File: src/rtl/if_stage.sv
// Instruction-fetch stage: issues fetch requests, buffers responses in a small
// prefetch FIFO and feeds one registered instruction/PC per cycle to decode.
module if_stage #(
  parameter logic [31:0] BOOT_ADDR  = 32'h0000_0000,
  parameter int          FIFO_DEPTH = 2
) (
  input  logic        clk_i,
  input  logic        rst_ni,
  output logic        instr_req_o,
  output logic [31:0] instr_addr_o,
  input  logic        instr_gnt_i,
  input  logic        instr_rvalid_i,
  input  logic [31:0] instr_rdata_i,
  input  logic [1:0]  pc_mux_i,
  input  logic [31:0] jal_addr_i,
  input  logic [31:0] branch_addr_i,
  input  logic        id_ready_i,
  output logic [31:0] instr_rdata_id_o,
  output logic [31:0] pc_id_o,
  output logic        instr_valid_id_o
);
  localparam int          AW      = (FIFO_DEPTH > 1) ? $clog2(FIFO_DEPTH) : 1;
  localparam int          CW      = $clog2(FIFO_DEPTH + 1);
  localparam logic [CW:0] DEPTH_W = (CW+1)'(FIFO_DEPTH);
  localparam logic [CW-1:0] DEPTH_N = CW'(FIFO_DEPTH);
  localparam logic [31:0] NOP     = 32'h0000_0013;

  logic [31:0]   r_fetch_addr, r_rsp_pc;
  logic [CW-1:0] r_outstanding, r_discard, r_count;
  logic [AW-1:0] r_wptr, r_rptr;
  logic [31:0]   r_fifo_pc    [FIFO_DEPTH];
  logic [31:0]   r_fifo_instr [FIFO_DEPTH];
  logic [31:0]   r_id_instr, r_id_pc;
  logic          r_id_valid;

  logic          w_redirect, w_room, w_can_req, w_gnt;
  logic          w_acc, w_empty, w_full, w_push, w_pop, w_bypass;
  logic [31:0]   w_target;
  logic [CW-1:0] w_out_next;

  assign w_redirect = r_id_valid && (pc_mux_i == 2'b01 || pc_mux_i == 2'b10);
  assign w_target   = ((pc_mux_i == 2'b01) ? jal_addr_i : branch_addr_i) & 32'hFFFF_FFFC;

  // Capacity counts both in-flight and buffered words so a push can never overflow.
  assign w_room     = ({1'b0, r_outstanding} + {1'b0, r_count}) < DEPTH_W;
  assign w_can_req  = rst_ni && w_room;
  assign w_gnt      = instr_gnt_i && w_can_req;

  assign instr_req_o  = w_can_req && !w_redirect;
  assign instr_addr_o = r_fetch_addr;

  assign w_acc      = instr_rvalid_i && (r_discard == '0) && !w_redirect;
  assign w_empty    = (r_count == '0);
  assign w_full     = (r_count == DEPTH_N);
  assign w_pop      = !w_redirect && id_ready_i && !w_empty;
  assign w_bypass   = w_acc && id_ready_i && w_empty;
  assign w_push     = w_acc && !w_bypass;
  assign w_out_next = r_outstanding + CW'(w_gnt) - CW'(instr_rvalid_i);

  always_ff @(posedge clk_i or negedge rst_ni) begin
    if (!rst_ni) begin
      r_fetch_addr  <= BOOT_ADDR;
      r_rsp_pc      <= BOOT_ADDR;
      r_outstanding <= '0;
      r_discard     <= '0;
    end else begin
      r_outstanding <= w_out_next;
      if (w_redirect) begin
        r_fetch_addr <= w_target;
        r_rsp_pc     <= w_target;
        // Everything still in flight belongs to the old stream.
        r_discard    <= w_out_next;
      end else begin
        if (w_gnt) r_fetch_addr <= r_fetch_addr + 32'd4;
        if (w_acc) r_rsp_pc     <= r_rsp_pc + 32'd4;
        if (instr_rvalid_i && r_discard != '0) r_discard <= r_discard - CW'(1);
      end
    end
  end

  always_ff @(posedge clk_i or negedge rst_ni) begin
    if (!rst_ni) begin
      r_wptr  <= '0;
      r_rptr  <= '0;
      r_count <= '0;
    end else if (w_redirect) begin
      r_wptr  <= '0;
      r_rptr  <= '0;
      r_count <= '0;
    end else begin
      if (w_push) r_wptr <= r_wptr + AW'(1);
      if (w_pop)  r_rptr <= r_rptr + AW'(1);
      r_count <= r_count + CW'(w_push) - CW'(w_pop);
    end
  end

  always_ff @(posedge clk_i) begin
    if (w_push) begin
      r_fifo_pc[r_wptr]    <= r_rsp_pc;
      r_fifo_instr[r_wptr] <= instr_rdata_i;
    end
  end

  always_ff @(posedge clk_i or negedge rst_ni) begin
    if (!rst_ni) begin
      r_id_instr <= NOP;
      r_id_pc    <= BOOT_ADDR;
      r_id_valid <= 1'b0;
    end else if (w_redirect) begin
      r_id_instr <= NOP;
      r_id_valid <= 1'b0;
    end else if (id_ready_i) begin
      if (!w_empty) begin
        r_id_instr <= r_fifo_instr[r_rptr];
        r_id_pc    <= r_fifo_pc[r_rptr];
        r_id_valid <= 1'b1;
      end else if (w_acc) begin
        r_id_instr <= instr_rdata_i;
        r_id_pc    <= r_rsp_pc;
        r_id_valid <= 1'b1;
      end else begin
        r_id_instr <= NOP;
        r_id_valid <= 1'b0;
      end
    end
  end

  assign instr_rdata_id_o = r_id_instr;
  assign pc_id_o          = r_id_pc;
  assign instr_valid_id_o = r_id_valid;

  ap_no_overflow: assert property (@(posedge clk_i) disable iff (!rst_ni) !(w_push && w_full));

endmodule

File: config.mk
export PLATFORM = sky130hd
export DESIGN_NAME = if_stage
export DESIGN_NICKNAME = d
export VERILOG_FILES = /design/src/rtl/if_stage.sv
export SDC_FILE = /design/constraint.sdc
export NUM_CORES = 1
export LEC_CHECK = 0
export BUFFER_PORTS_ARGS = -buffer_cell sky130_fd_sc_hd__buf_2
export CAP_MARGIN = 15
export CORE_UTILIZATION = 39
export CTS_CLUSTER_SIZE = 14
export DETAILED_ROUTE_END_ITERATION = 8
export GPL_ROUTABILITY_DRIVEN = 0
export GPL_TIMING_DRIVEN = 0
export PLACE_DENSITY_LB_ADDON = 0.08
export SYNTH_ARGS = -nofsm -noshare
export SYNTH_HDL_FRONTEND = slang
export SYNTH_SLANG_ARGS = --single-unit
File: constraint.sdc
create_clock -name clk_i -period 5.15 [get_ports clk_i]
set_input_delay 1.03 -clock clk_i [delete_from_list [all_inputs] [get_ports clk_i]]
set_output_delay 1.03 -clock clk_i [all_outputs]
set_load 0.05 [all_outputs]
==> Yosys cells after proc, flatten, opt, wreduce, memory -nomap -nowiden <==
Memory sizes are Yosys's and may differ from the RTL's.
Cells that the tools add are included.
{ "totals": {"register_bits": 137, "latchBits": 0, "ram_bits": 128, "romBits": 0, "input_bits": 103, "output_inout_bits": 98, "elab_cells": 77, "n_memories": 2} }
{ "memory_table": {"columns": ["name", "depth", "width", "read_ports", "rd_clocked_by_memory_dff", "wr", "line", "text"], "rows": [
  ["r_fifo_instr", 2, 32, 1, 0, 1, "32", "logic [31:0] r_fifo_instr [FIFO_DEPTH];"],
  ["r_fifo_pc", 2, 32, 1, 0, 1, "31", "logic [31:0] r_fifo_pc [FIFO_DEPTH];"]
]} }
{ "op_classes": {"addsub": 10, "n_mul": 0, "n_div": 0, "n_lt_le_gt_ge": 1, "eq_ne": 3, "shift": 0, "n_mux": 24, "bitwise_logic": 1, "n_reduce_logical": 26} }
{ "op_table": {"columns": ["cell", "n"], "rows": [
  ["$mux 32", 11],
  ["$add 32x3->32 const B", 2],
  ["$reduce_bool 2->1", 7],
  ["$logic_and 1x1->1", 12],
  ["$mux 1", 10],
  ["$mux 2", 3],
  ["$add 2x1->2", 2],
  ["$logic_not 2->1", 2],
  ["$sub 2x1->2", 2],
  ["$add 2x2->3", 1],
  ["$logic_not 1->1", 3],
  ["$lt 3x2->1 const B", 1],
  ["$reduce_and 3->1", 1],
  ["$add 1x1->1 const B", 2],
  ["$eq 2x1->1 const B", 1],
  ["$eq 2x2->1 const B", 1],
  ["$ne 2x2->1 const B", 1],
  ["$sub 2x1->2 const B", 1],
  ["$logic_or 1x1->1", 1],
  ["$not 1->1", 1]
]} }

==> Logic depth before layout (Yosys ltp) <==
Gate-level depths: netlist of the first run.
{ "depth": {"word_depth": 12, "ltp_mapped": 14, "depth_no_buf": 12} }

==> Worst setup path before layout of the first run <==
OpenSTA, ideal clock, no wires.
{ "synth_path": {"path_kind": "input port to flip-flop", "startpoint": "in pc_mux_i[1]", "endpoint": "mem r_fifo_instr[0][0], enable pin", "setup_time_ps": 482, "arrival_time_ps": 4520, "required_ps": 4668, "slack_ps": 148, "cell_stages": 7, "path_buffers": 1, "cell_sequence": "inv_1 > ha_1 > nand2b_1 > clkbuf_1 > nand2_1 > a21o_1 > nor2_1"} }
{ "synth_between": {"elab_chain_cells": 11, "word_cells_on_any_way": 12, "cone_classes": "eq/ne: 2; mux: 2; reduce/logical: 8"} }
{ "synth_rtl": {"columns": ["item", "line", "text"], "rows": [
  ["from (decl)", "14", "input logic [1:0] pc_mux_i,"],
  ["$eq 2x1->1 or $eq 2x2->1 (tied branches)", "41", "assign w_redirect = r_id_valid && (pc_mux_i == 2'b01 || pc_mux_i == 2'b10);"],
  ["$logic_or 1x1->1 (*)", "41", null],
  ["$logic_and 1x1->1 (*)", "41", null],
  ["$logic_not 1->1 (*)", "52", "assign w_acc = instr_rvalid_i && (r_discard == '0) && !w_redirect;"],
  ["$logic_and 1x1->1 (*)", "52", null],
  ["$logic_and 1x1->1 (2 in a row)", "56", "assign w_bypass = w_acc && id_ready_i && w_empty;"],
  ["$logic_not 1->1", "57", "assign w_push = w_acc && !w_bypass;"],
  ["$logic_and 1x1->1 (*)", "57", null],
  ["$mux 1 (*)", "98", "if (w_push) begin"],
  ["$mux 1 (implied by the code) (*)", "100", "r_fifo_instr[r_wptr] <= instr_rdata_i;"],
  ["to (decl)", "32", null]
]} }
Mark *: on every way between the ends. The rest lies on a longest branch, timed or not.

==> Worst setup path in the final report of the first run <==
{ "layout_path": {"startpoint": "in pc_mux_i[1]", "endpoint": "out instr_req_o"} }
{ "layout_between": {"elab_chain_cells": 5, "word_cells_on_any_way": 6, "cone_classes": "eq/ne: 2; reduce/logical: 4"} }
{ "layout_rtl": {"columns": ["item", "line", "text"], "rows": [
  ["$eq 2x1->1 or $eq 2x2->1 (tied branches)", "41", null],
  ["$logic_or 1x1->1 (*)", "41", null],
  ["$logic_and 1x1->1 (*)", "41", null],
  ["$logic_not 1->1 (*)", "49", "assign instr_req_o = w_can_req && !w_redirect;"],
  ["$logic_and 1x1->1 (*)", "49", null],
  ["to (decl)", "9", "output logic instr_req_o,"]
]} }
Marks and branches as above.

==> qor_table.md, run 1 <==
| Quantity | Value |
|---|---|
| Outcome | completed |
| Period minus WS final | 4.14 ns |
| Count of placed standard cells in the final layout, fillers left out | 1628 |
| Number of enable-type register cells in the synthesized netlist | 124 |
| Sum of negative setup slack | 0 ns |
| Fraction of post-synthesis cell area in the top cell type by area | 32.5% |
| # nets final | 1334 |
| Number of buffers added by the clock tree synthesis step | 28 |
| Initial detailed-routing violation count | 466 |
| Total area of multi-input combinational cells | 4190 µm² |
| Drt wl/cell | 19.4 µm |
| Sink count of the clock tree | 255 |
| Post-route DRC | 0 |
| Launch point of the critical path | pc_mux_i[1] |
| Filler Cell Count | 2710 |
| Post-CTS setup buffer count | 0 |
| Setup-violating endpoint count in the final report | 0 |
| Unique cell type count in the Yosys netlist | 54 |
| Setup slack after placement | 0.720 ns |
| Leakage | 5.51 nW |
| Leading cell types in the layout, fill and taps excluded | buf_2 (198), dfrtp_1 (128), edfxtp_1 (124) |
| Number of gates given a new drive strength after cts | 0 |
| Max transition margin | 30.3% |
| Total routing resource utilization after global routing | 21.1% |
| Arrival time of the worst setup path | 3.11 ns |
| Detailed Route WL | 31600 µm |
| Max-slew violation count | 0 |
| Die area | 30100 µm² |
| CP Launch Type | primary input |
| Count of hold buffers inserted by post-cts repair | 0 |
| Number of optimization iterations in the first detailed-route pass | 5 |
| Critical path type | primary input to output port |
| Vias per std cell | 5.25 |
| Post-route setup slack | 1.01 ns |
| Area taken by flip-flops and latches | 7010 µm² |
| Endpoint of the most critical setup path | instr_req_o |
| Clock insertion delay at the later pin of the skew report | 0.54 ns |
| Die height | 173 µm |
| Power density over the cells | 652 nW/µm² |
| Via total after detailed routing | 8543 |
| IO Count | 201 |
| X dimension of the die | 173 µm |
| Util after Layout | 48.4% |
| Clock transition at the register clock pins on the worst setup and hold paths after CTS | 0.06 ns |
| Initial cell density of the core | 39.8% |
| Post-layout total power | 9.09 mW |
| Commonest non-fill, non-tap cell in the layout | buf_2 |
| Period utilisation layout | 80.5% |
| Total count of hold-check failures in the final report | 0 |
| R2r endpoint | r_discard[1] |
| Maximum count of clock buffers along a single path | 3 |
| Clock tree from TritonCTS | yes |
| Core outline area | 28800 µm² |
| Worst vdd rail ir drop | 0.307 mV |
| Gate count of the mapped netlist | 992 |
| Dpl hpwl | 22800 µm |
| Type of the worst min-delay path | flop to flop |
| Register-to-register path setup slack | 1.74 ns |
| Worst reg2reg path depth | 12 |
| Setup repair after global routing missed its margin | no |
| Post-route ant nets | 0 |
| H-tree level count | 1 |
| Port buffer count | 192 |
| Number of antenna violations at the first check in global routing | 0 |
| Transition time of the tightest slew-check pin | 1.04 ns |
| Layout Area Growth over Synthesis | 21.5% |
| Netlist Area Pre-Place | 11500 µm² |
| Main flop type after synthesis | dfrtp_1 |
| Placed instance count | 1576 |
| Row count | 62 |
| Count of state elements after synthesis | 255 |
| Overall overflow remaining after global route | 0 |
| Largest net degree at the start of global routing | 72 |
| CP Data Required Time | 4.12 ns |
| Wire length of the first global-routing pass | 49300 µm |
| Sequential area share after synthesis | 61.1% |
| Highest clock rate | 241 MHz |
| Clock tree root driver cell | clkbuf_16 |
| Capturing element type of the critical path | output port |
| Count of synthesis-stage warnings from yosys | 0 |
| Worst Clk Skew | 0.0173 ns |
| Cell types with the largest area share after synthesis | edfxtp_1 (32%), dfrtp_1 (28%), a21oi_1 (4.5%) |
| Maximum fanout encountered on the critical timing path | 10 |
| Number of max-cap violations | 0 |
| Total inserted antenna cells | 0 |
| Proportion of synthesized flip-flops having asynchronous set or reset | 51.4% |
| Share of layout cells above drive strength 1 | 23.1% |
| Vias in the first global route | 8551 |
| Post-Syn Area per Cell | 11.6 µm² |
| FF-to-FF Start | r_count[0] |
| Yosys top cell by area | edfxtp_1 |
per-stage QoR:
step	instance area [µm²]	hold slack, ns
5_1_grt	13900	0.490
2_1_floorplan	11500	0.440
4_1_cts	13900	0.465
3_3_place_gp	12900	0.446
3_5_place_dp	13100	0.455
6_report	13900	0.461
how the worst min path moves through the flow:
stage                       from               end  slack [ns]  cells after the start
floorplan           r_rsp_pc[13]  r_fifo_pc[0][13]        0.44                      0
global placement    r_rsp_pc[13]  r_fifo_pc[0][13]        0.45                      0
finish              r_rsp_pc[13]  r_fifo_pc[0][13]        0.46                      0
detailed placement  r_rsp_pc[13]  r_fifo_pc[1][13]        0.46                      0
CTS                 r_rsp_pc[13]  r_fifo_pc[0][13]        0.46                      0
global route        r_rsp_pc[13]  r_fifo_pc[0][13]        0.49                      0
cell families (layout without fill, tap and decap cells):
group	count (synthesis)	count (layout)	synth area share, %
AND/OR/NAND/NOR	301	301	13.1
flip-flops	255	255	61.1
AO/OA/AOI/OAI	240	240	12.3
multiplexers	73	73	6.61
buffers and inverters	71	320	2.56
XOR/XNOR	42	42	3.21
adder cells (fa/ha/maj)	9	9	1.05
other	1	4	0.0327
where the power goes:
part	switching (mW)	total, mW	internal [mW]
clock network	0.799	1.88	1.09
logic	2.73	3.84	1.11
registers	0.532	3.36	2.83
total	4.06	9.09	5.03
area by class of cell:
cell class,instances,share of cell area [%]
clock inverters,18,0.809
multi-input cells,669,30.1
inverters,14,0.377
plain buffers,57,1.73
flip-flops and latches,255,50.3
well taps,384,3.45
repair buffers,197,7.83
clock buffers,34,5.42
Yosys cell counts (7+ instances only):
| cell | number |
|---|---|
| buf_2 | 7 |
| and3_1 | 9 |
| edfxtp_1 | 124 |
| a21oi_1 | 103 |
| clkbuf_1 | 37 |
| nor3_1 | 24 |
| ha_1 | 8 |
| dfrtp_1 | 128 |
| mux2i_1 | 51 |
| nor2_1 | 85 |
| o22ai_1 | 22 |
| o21ai_0 | 46 |
| nand3_1 | 26 |
| inv_1 | 14 |
| buf_1 | 8 |
| nand2b_1 | 28 |
| mux2_2 | 22 |
| xnor2_1 | 27 |
| xor2_1 | 15 |
| a22oi_1 | 19 |
| a211oi_1 | 23 |
| nand4_1 | 16 |
| nand2_1 | 68 |
| nor2b_1 | 20 |
registers in the layout, summed over array words and instances (netlist names):
signal / cells
instr_addr_o: 30
instr_rdata_id_o: 32
instr_valid_id_o: 1
pc_id_o: 30
r_count: 2
r_discard: 2
r_fifo_instr: 64
r_fifo_pc: 60
r_outstanding: 2
r_rptr: 1
r_rsp_pc: 30
r_wptr: 1
worst max-delay path, stage by stage:
cell and delay, ns:
buf_2 0.08, inv_1 0.03, ha_1 0.34, nand2b_1 0.13, clkbuf_1 0.33, clkbuf_1 0.58, and3_1 0.32, buf_2 0.28
routing by layer:
| layer | global-route usage [%] | share of wire (%) | vias up |
|---|---|---|---|
| li1 | - | - | 4102 |
| met1 | 29.2 | 45 | 4157 |
| met2 | 35.3 | 48 | 251 |
| met3 | 3.16 | 4.9 | 33 |
| met4 | 4.39 | 1.2 | 0 |
| met5 | 0 | 0 | - |
Note: power is estimated with default switching activity, not from simulation.
==> run 2: changes to the inputs <==
Clock period 5.15 ns to 3.63 ns, I/O delays scaled along.
==> run 2 against run 1 <==
  * Total power increased by 44%
  * First-iteration DRC count increased by 36%
  * Clock-buffer cell count increased by 10
  * Core utilization increased by 0.21 points
  * Non-clock buffer count decreased by 1
  * Combinational power increased by 42%
  * Flip-flop and latch count unchanged
  * Via count unchanged
  * Design area increased by 0.43%
  * Clock skew decreased by 0.0086 ns
  * Hold slack got worse by 0.32 ns
==> qor_table.md, run 2 (synthesis results as in run 1) <==
| Quantity | Value | vs previous |
|---|---|---|
| H-tree level count | 1 | unchanged |
| Number of buffers added by the clock tree synthesis step | 28 | unchanged |
| Capturing element type of the critical path | output port |  |
| Util after Layout | 48.6% | +0.21 points |
| Maximum fanout encountered on the critical timing path | 10 | unchanged |
| Share of layout cells above drive strength 1 | 23.3% | +0.18 points |
| Post-route setup slack | 0.262 ns | -0.744 ns |
| Clock insertion delay at the later pin of the skew report | 0.53 ns | about the same |
| Buffers & Inverters on Critical Path | 4 | -1 |
| Arrival time of the worst setup path | 2.64 ns | -0.47 ns |
| Sink count of the clock tree | 255 | unchanged |
| Via total after detailed routing | 8543 | unchanged |
| Clock tree root driver cell | clkbuf_16 |  |
| Overall overflow remaining after global route | 0 | unchanged |
| CP Depth | 7 | -1 |
| Type of the worst min-delay path | primary input to asynchronous set/reset pin |  |
| Worst-path cell chain | buf_2 -> ha_1 -> nand2b_1 -> clkbuf_1 -> clkbuf_2 -> and3_1 -> buf_2 |  |
| Row count | 62 | unchanged |
| Leading cell types in the layout, fill and taps excluded | buf_2 (198), dfrtp_1 (128), edfxtp_1 (124) |  |
| Wire length of the first global-routing pass | 49700 µm | +0.88% |
| # nets final | 1333 | -0.075% |
| Power density over the cells | 935 nW/µm² | +43% |
| Number of max-cap violations | 0 | unchanged |
| Vias in the first global route | 8393 | -1.8% |
| Die height | 173 µm | unchanged |
| Core outline area | 28800 µm² | unchanged |
| Register with the most flip-flops | r_fifo_instr |  |
| Critical path type | primary input to output port |  |
| Transition time of the tightest slew-check pin | 0.986 ns | -0.0586 ns |
| Max-slew violation count | 0 | unchanged |
| Clock tree from TritonCTS | yes |  |
| Worst reg2reg path depth | 9 | -3 |
| Period utilisation layout | 92.8% |  |
| Leakage | 5.54 nW | +0.63% |
| Dpl hpwl | 22900 µm | +0.29% |
| Detailed Route WL | 31800 µm | +0.72% |
| Post-route ant nets | 0 | unchanged |
| Number of antenna violations at the first check in global routing | 0 | unchanged |
| Setup slack after placement | -0.476 ns | -1.20 ns |
| Highest clock rate | 297 MHz |  |
| Number of optimization iterations in the first detailed-route pass | 7 | +2 |
| Count of placed standard cells in the final layout, fillers left out | 1627 | -0.061% |
| CP Data Required Time | 2.90 ns | -1.22 ns |
| Clock transition at the register clock pins on the worst setup and hold paths after CTS | 0.06 ns | about the same |
| Die area | 30100 µm² | unchanged |
| Total count of hold-check failures in the final report | 0 | unchanged |
| Cell type of the slowest stage on the worst timing path | clkbuf_2 |  |
| Setup-violating endpoint count in the final report | 0 | unchanged |
| Placed instance count | 1576 | unchanged |
| Total routing resource utilization after global routing | 21.4% | +0.22 points |
| Placed cell areas | 13000 µm² | -0.11% |
| Worst Clk Skew | 0.00874 ns | -0.00860 ns |
| Post-route DRC | 0 | unchanged |
| Port buffer count | 192 | unchanged |
| Layout Area Growth over Synthesis | 22.0% |  |
| Count of hold buffers inserted by post-cts repair | 0 | unchanged |
| Max transition margin | 34.2% | +3.9 points |
| Flip-flop count of the largest register, all copies and words added | 64 | unchanged |
| Post-CTS setup buffer count | 0 | unchanged |
| Gate family responsible for the most delay along the worst path | buffers and inverters |  |
| Initial cell density of the core | 39.8% | unchanged |
| Largest net degree at the start of global routing | 71 | -1.4% |
| CP Launch Type | primary input |  |
| Critical Path Max Stage Delay | 0.42 ns | -0.16 ns |
| Commonest non-fill, non-tap cell in the layout | buf_2 |  |
| Sum of negative setup slack | 0 ns | unchanged |
| Period minus WS final | 3.37 ns |  |
| X dimension of the die | 173 µm | unchanged |
| Maximum count of clock buffers along a single path | 3 | unchanged |
| Worst vdd rail ir drop | 0.417 mV | +36% |
| Drt wl/cell | 19.5 µm | +0.78% |
| Initial detailed-routing violation count | 636 | +36% |
| Vias per std cell | 5.25 | about the same |
| Cell occurring most often along the worst timing path | buf_2 |  |
| Outcome | completed |  |
| IO Count | 201 | unchanged |
| Setup repair after global routing missed its margin | no |  |
| Total inserted antenna cells | 0 | unchanged |
| Finished layout cell area | 14000 µm² | +0.43% |
| Worst hold margin | 0.142 ns | -0.318 ns |
| Post-layout total power | 13.1 mW | +44% |
[run 2: cell types whose count changed in the layout (fill, tap and decap cells not counted)]
cell / delta
buf_12: +2
buf_16: -2
buf_6: -1
buf_8: +1
bufinv_16: +1
clkbuf_1: +2
clkbuf_2: +1
clkbuf_8: +6
clkinv_1: -5
clkinv_2: -4
clkinvlp_4: -2
[run 2: path summary, 6_finish.rpt]
path | startpoint | end | slack (ns)
setup / recovery | pc_mux_i[0] | instr_req_o | 0.26
hold / removal | rst_ni | instr_rdata_id_o[28] | 0.14
setup reg to reg | r_discard[0] | r_fifo_pc[1][11] | 0.56
hold reg to reg | r_rsp_pc[13] | r_fifo_pc[0][13] | 0.47
max in group asynchronous | rst_ni | instr_rdata_id_o[1] | 2.66
min in group clk_i | instr_rdata_i[20] | r_fifo_instr[0][20] | 0.40
[run 2: layout make-up]
cell class	count	area, µm²
clock inverter	8	88.8
inverter	14	52.6
multi-input combinational	669	4190
sequential	255	7010
fill	2683	14800
clock buffer	44	852
tap	384	480
timing repair buffer	197	1080
buffer	56	239
[run 2: report_power, final]
part	internal (mW)	switching (mW)
Sequential	4.01	0.757
Clock	1.74	1.13
Combinational	1.57	3.87
Total	7.33	5.75
[run 2: worst register-to-register path, delay by kind of cell, from the launching register on]
kind / cells / cell delay, ns
compound gates: 1 / 0.32
buf+inv: 4 / 1.03
simple gates: 3 / 0.83
fa+ha+maj: 1 / 0.21
flops: 1 / 0.36
[run 2: repair_timing]
| item | 4_1_cts | 5_1_grt |
|---|---|---|
| gates resized for setup | 0 | 4 |
| endpoints found under the setup margin | 0 | 2 |
| endpoints found under the hold margin | 0 | 0 |
[run 2: routing by layer]
layer,vias up,track usage [%],part of all wire (%)
met2,286,34.8,47
li1,4100,-,-
met3,43,3.64,5.9
met5,-,0,0
met1,4114,29.6,46
met4,0,5.42,1.7
